File: config.mk
export PLATFORM = sky130hd
export DESIGN_NAME = alu_writeback
export DESIGN_NICKNAME = d
export VERILOG_FILES = /design/src/rtl/alu_writeback.sv
export SDC_FILE = /design/constraint.sdc
export NUM_CORES = 1
export LEC_CHECK = 0
export CORE_MARGIN = 4
export CORE_UTILIZATION = 44
export DETAILED_ROUTE_END_ITERATION = 6
export PLACE_DENSITY = 0.95
export SETUP_SLACK_MARGIN = 0.2
export SYNTH_ARGS = -nofsm -noshare
export SYNTH_HDL_FRONTEND = slang
export SYNTH_SLANG_ARGS = --single-unit
File: constraint.sdc
create_clock -name clk -period 3.7 [get_ports clk]
set_input_delay 0.555 -clock clk [delete_from_list [all_inputs] [get_ports clk]]
set_output_delay 0.555 -clock clk [all_outputs]
set_load 0.02 [all_outputs]
File: src/rtl/alu_writeback.sv
// alu_writeback: writeback stage behind the 16-bit ALU.
// Captures one ALU result per accepted transaction and drives it onto the
// single register-file write port. A wide (32-bit) result is written as two
// sequential writes: low word first, then high word.
// Also holds the architectural flags register {C,Z,V,N} with per-bit write mask.
// Optional feature: define ALU_WB_FWD_EN to expose the pending write on the
// fwd_* bypass port; otherwise fwd_* are tied to 0.
//
// state | meaning
// ------+-----------------------------------------------
// IDLE  | no write pending, ready for a new result
// LO    | low-word write presented, waiting for rf_gnt
// HI    | high-word write presented, waiting for rf_gnt
module alu_writeback #(
  parameter int N  = 16,
  parameter int AW = 3
) (
  input  logic          clk,
  input  logic          rst_n,
  input  logic          in_valid,
  output logic          in_ready,
  input  logic [AW-1:0] in_dest,
  input  logic [AW-1:0] in_dest_hi,
  input  logic          in_wide,
  input  logic          in_hi_sel,
  input  logic [N-1:0]  in_y,
  input  logic [N-1:0]  in_yhigh,
  input  logic [N-1:0]  in_out_to_a,
  input  logic          in_co,
  input  logic          in_zero,
  input  logic          in_overflow,
  input  logic          in_negative,
  input  logic [3:0]    in_flag_we,
  output logic          rf_we,
  output logic [AW-1:0] rf_addr,
  output logic [N-1:0]  rf_data,
  input  logic          rf_gnt,
  output logic          flag_c,
  output logic          flag_z,
  output logic          flag_v,
  output logic          flag_n,
  output logic          busy,
  output logic          fwd_valid,
  output logic [AW-1:0] fwd_addr,
  output logic [N-1:0]  fwd_data
);

  typedef enum logic [1:0] {
    IDLE = 2'd0,
    LO   = 2'd1,
    HI   = 2'd2
  } state_t;

  state_t        state_q, state_d;
  logic [N-1:0]  lo_q, hi_q;
  logic [AW-1:0] dest_q, dest_hi_q;
  logic          wide_q;
  logic [3:0]    flags_q;
  logic [3:0]    flags_in;
  logic          accept;

  // Flag inputs packed in the same {C,Z,V,N} order as the write mask.
  assign flags_in = {in_co, in_zero, in_overflow, in_negative};
  assign accept   = in_valid & in_ready;

  // State register; reset discards any pending write immediately.
  always_ff @(posedge clk or negedge rst_n) begin
    if (!rst_n) begin
      state_q <= IDLE;
    end else begin
      state_q <= state_d;
    end
  end

  // Result capture at acceptance. in_ready is low whenever the current
  // result still needs its high write, so the holding registers are never
  // overwritten while they are still in use.
  always_ff @(posedge clk or negedge rst_n) begin
    if (!rst_n) begin
      lo_q      <= '0;
      hi_q      <= '0;
      dest_q    <= '0;
      dest_hi_q <= '0;
      wide_q    <= 1'b0;
    end else if (accept) begin
      lo_q      <= in_y;
      hi_q      <= in_hi_sel ? in_out_to_a : in_yhigh;
      dest_q    <= in_dest;
      dest_hi_q <= in_dest_hi;
      wide_q    <= in_wide;
    end
  end

  // Flags update at acceptance, bit-masked, independent of the write grant.
  always_ff @(posedge clk or negedge rst_n) begin
    if (!rst_n) begin
      flags_q <= '0;
    end else if (accept) begin
      flags_q <= (flags_q & ~in_flag_we) | (flags_in & in_flag_we);
    end
  end

  // Next state, ready and write-port outputs.
  always_comb begin
    state_d  = state_q;
    in_ready = 1'b0;
    rf_we    = 1'b0;
    rf_addr  = '0;
    rf_data  = '0;
    case (state_q)
      IDLE: begin
        in_ready = 1'b1;
        if (in_valid) begin
          state_d = LO;
        end
      end
      LO: begin
        rf_we    = 1'b1;
        rf_addr  = dest_q;
        rf_data  = lo_q;
        in_ready = ~wide_q & rf_gnt;
        if (rf_gnt) begin
          if (wide_q) begin
            state_d = HI;
          end else if (in_valid) begin
            state_d = LO;
          end else begin
            state_d = IDLE;
          end
        end
      end
      HI: begin
        rf_we    = 1'b1;
        rf_addr  = dest_hi_q;
        rf_data  = hi_q;
        in_ready = rf_gnt;
        if (rf_gnt) begin
          state_d = in_valid ? LO : IDLE;
        end
      end
      default: begin
        state_d = IDLE;
      end
    endcase
  end

  assign busy   = (state_q != IDLE);
  assign flag_c = flags_q[3];
  assign flag_z = flags_q[2];
  assign flag_v = flags_q[1];
  assign flag_n = flags_q[0];

`ifdef ALU_WB_FWD_EN
  // Bypass view of the pending write, valid even while the grant is withheld.
  assign fwd_valid = busy;
  assign fwd_addr  = rf_addr;
  assign fwd_data  = rf_data;
`else
  assign fwd_valid = 1'b0;
  assign fwd_addr  = '0;
  assign fwd_data  = '0;
`endif

endmodule

# Word-level counts from Yosys, hierarchy flattened
# Cells that the tools add are included.
# totals
elab_cells	34
output_inout_bits	46
reg_bits	45
input_bits	68
# classes
eq_ne	5
n_bitwise	7
reduce_logical	4
mux	11
# op_table
operator	count
16-bit one-hot mux with 2 select lines	1
16-bit two-way mux	1
4-bit AND	2
2-bit two-way mux	4
2-bit inequality test (second input constant)	3
2-bit one-hot mux with 3 select lines	1
3-bit one-hot mux with 2 select lines	1
4-bit inverter	1
4-bit bitwise OR	1
1-bit one-hot mux with 3 select lines	1
3-bit AND reduction	1
1-bit AND	2
2-bit by 1-bit equality test with 1-bit output (second input constant)	1
2-bit equality test (second input constant)	1
2-bit zero test	1
1-bit two-way mux	2
2-bit nonzero test	1
2-bit OR reduction	1
1-bit inverter	1

# Longest topological paths before layout
# depth
word_depth	4
mapped_depth	8
ltp_nobuf	6

# Least setup slack after synthesis
# Ideal clock, no wire load.
# synth_timing
kind	reg2out
startpoint	reg state_q[0]
endpoint	out rf_addr[0]
setup_slack_ps	1648
path_buffers	1
arrival_time_ps	1497
required_time_ps	3145
stages_incl_launch_ff	5
path_cell_list	dfrtp_1 -> inv_1 -> ha_1 -> clkbuf_1 -> nor2b_1
# synth_via
elab_chain_cells	2
word_cells_on_any_way	3
cone_classes	2 x eq/ne; 1 x mux
# synth_lines
element	line	text
from (decl)	54	state_t state_q, state_d;
from (signal assigned)	71	state_q <= state_d;
2-bit equality test or 2-bit by 1-bit equality test with 1-bit output (tied branches)	110	case (state_q)
3-bit one-hot mux with 2 select lines (*)	110	
to (decl)	35	output logic [AW-1:0] rf_addr,
# Mark *: on every way between the ends. The rest lies on a longest branch, timed or not.

# Final worst setup path
# layout_timing
startpoint	reg state_q[0]
endpoint	out in_ready
# layout_via
elab_chain_cells	2
word_cells_on_any_way	4
cone_classes	2 x eq/ne; 1 x mux; 1 x reduce/logical
# layout_lines
element	line	text
2-bit equality test (tied with other cells)	110	
1-bit one-hot mux with 3 select lines (*)	110	
to (decl)	21	output logic in_ready,
# Marks and branches as above.

==> results.yml <==
status:
  outcome: "finished clean"
floorplanning:
  die_area_mm2: 0.006677
  pin_count: 114
  rows: 26
  die_w_um: 81.72
  dieHeight_um: 81.72
  start_util_pct: 46.23
  design.core.area_mm2: 0.005172
worst_setup_path:
  rr_startpoint: "state_q[0]"
  path_cells: "inv_1, ha_1, buf_4, nor2_1, a211oi_1, clkdlybuf4s50_1"
  cp.arrival_ns: 2.42
  required_ns: 3.14
  crit_path_end_kind: "output pin"
  slowest_stage: "clkdlybuf4s50_1"
  worst_setup_path_start_kind: "register"
  slowest_delay_ns: 0.65
  reg2reg_depth: 8
  crit_fanout: 15
  crit_path_start: "state_q[0]"
  path_class: "reg -> out"
clock_tree:
  cts.path.max_buffers: 2
  cts.sinks: 45
  worstSkewPairLatency_ns: 0.29
  cts-root-buf: "clkbuf_8"
  cts_tree: "yes"
  cts_buffers: 5
  clk_pin_slew_ns: 0.08
  cts_resized: 0
  h-tree-depth: 2
  hold_buffers: 0
  postCtsSetupRepairBufs: 0
placed_design:
  dp_hpwl_um: 4236
  dpl.cell_count: 370
  gp_congestion: 0.7396
  io_buffers: 93
logic_synthesis:
  synth_top_cell_by_area: "dfrtp_1"
  syn_inst: 218
  syn_avg_cell_area_um2: 10.97
  syn_area_mm2: 0.002391
  synth_area_leaders: "dfrtp_1 (47%), mux2_2 (12%), buf_4 (6.9%), mux2i_1 (6.7%), a22oi_1 (6.0%)"
  synth_cell_types: 22
  ys_warn_count: 0
  synth-seq-cells: 45
  ys_seq_area_share_pct: 47.10
  synthDominantCellAreaShare_pct: 47.10
global_route:
  met3_usage_pct: 5.373
  grt_pass1_wl_um: 8556
  overflow: 0
  grt_max_degree: 60
  grt_usage_pct: 16.75
  antenna_found_initial: 0
  grt_pass1_vias: 1864
  grt_use_met1_pct: 20.19
  top_usage_layer: "met2"
  met2_usage_pct: 29.56
job:
  drv_cap: 0
route:
  drc: 0
  wl_per_cell_um: 14.83
  drt_first_pass_iters: 4
  wirelength_um: 5592
  num_vias: 1875
  vias_per_cell: 4.973
  first_iter_violations: 86
  ant_nets: 0
sta:
  post-route-period-util_pct: 80.38
  min_period_ns: 2.974
  hold_violations: 0
  setup-tns-final_ns: 0
  setup_violations: 0
  rsz0062_at_grt: "no"
  timing.fmax_mhz: 336.2
  skew_ns: 0.006045
  relSlewSlack_pct: 33.97
  finalMaxSlewViolations: 0
  tightest_slew_ns: 0.9905
cells_and_area:
  n_antenna_cell: 0
  fill_cells: 424
  final_cell_mix: "clkdlybuf4s50_1 (92), dfrtp_1 (45), mux2_2 (25)"
  drive_above_1_share_pct: 11.73
  final_cells: 377
  final_common_cell: "clkdlybuf4s50_1"
  area_growth_pct: 40.76
  nets: 379
pwr:
  worst_ir_drop_vdd_mv: 0.3881
  power.leakage_nw: 1.395
  p_per_area_mw_per_mm2: 830.8
worst_hold_path:
  hp-class: "in -> async"
-- worst max-delay path: cells and delay by family (launching register included) --
kind	cells	cell delay, ns
flops	1	0.42
buf+inv	3	1.02
compound gates	1	0.26
simple gates	1	0.11
fa+ha+maj	1	0.33
-- report_power, final --
| group | internal, mW | switching [mW] |
|---|---|---|
| clock | 0.148 | 0.151 |
| combinational | 0.802 | 0.807 |
| sequential | 0.747 | 0.141 |
| total | 1.70 | 1.10 |
-- registers in the layout (all words and copies together) (netlist names), named ones only --
register	cells
hi_q	16
lo_q	16
dest_hi_q	3
dest_q	3
state_q	2
wide_q	1
-- final timing paths --
check	to	slack, ns
setup / recovery	in_ready	0.73
hold reg to reg	register	0.50
max in group asynchronous	hi_q[10]	2.67
hold / removal	lo_q[0]	0.42
min in group clk	register	0.50
setup reg to reg	register	1.00
-- logic make-up after synthesis --
group / share of synthesized area (%)
buf+inv: 9.785
simple gates: 9.576
other cells: 0.1568
fa+ha+maj: 2.093
flops: 47.10
mux: 19.41
compound gates: 11.88
-- through the flow --
stage / hold WS, ns / utilization (%) / cell area [µm²] / setup slack, ns / power (mW)
2_1_floorplan: 0.2594 / - / 2462 / 1.648 / 1.945
3_3_place_gp: 0.4725 / 63.40 / 3279 / 1.075 / 2.456
3_5_place_dp: 0.4816 / 63.40 / 3279 / 0.9906 / 2.519
4_1_cts: 0.4563 / 65.07 / 3366 / 0.6985 / 2.825
5_1_grt: 0.5035 / 65.07 / 3366 / 0.5647 / 3.000
6_report: 0.4220 / 65.07 / 3366 / 0.7259 / 2.796
-- Yosys cell counts (all sizes together) --
cell type  count
nor2          19
a21oi         17
ha             4
nand2          7
nand2b         2
inv            4
conb           1
a2111oi        1
buf           28
clkbuf         5
dfrtp         45
o31ai          2
a211oi         1
a22oi         19
mux2i         16
nor2b         19
mux2          27
o22ai          1
-- area by class of cell --
class | instances | area, µm² | share of cell area [%]
Sequential cell | 45 | 1126 | 33.46
Tap cell | 70 | 87.58 | 2.602
Multi-Input combinational cell | 155 | 1102 | 32.75
Clock buffer | 7 | 86.33 | 2.565
Inverter | 4 | 15.01 | 0.4461
Timing Repair Buffer | 96 | 948.4 | 28.18
-- metal layers --
metal	vias to the layer above	share of wire (%)
met4	0	0.64
met5	-	0
met2	90	49
met1	889	40
met3	5	10
li1	891	-
No activity file was read; power rests on OpenSTA's default activity.
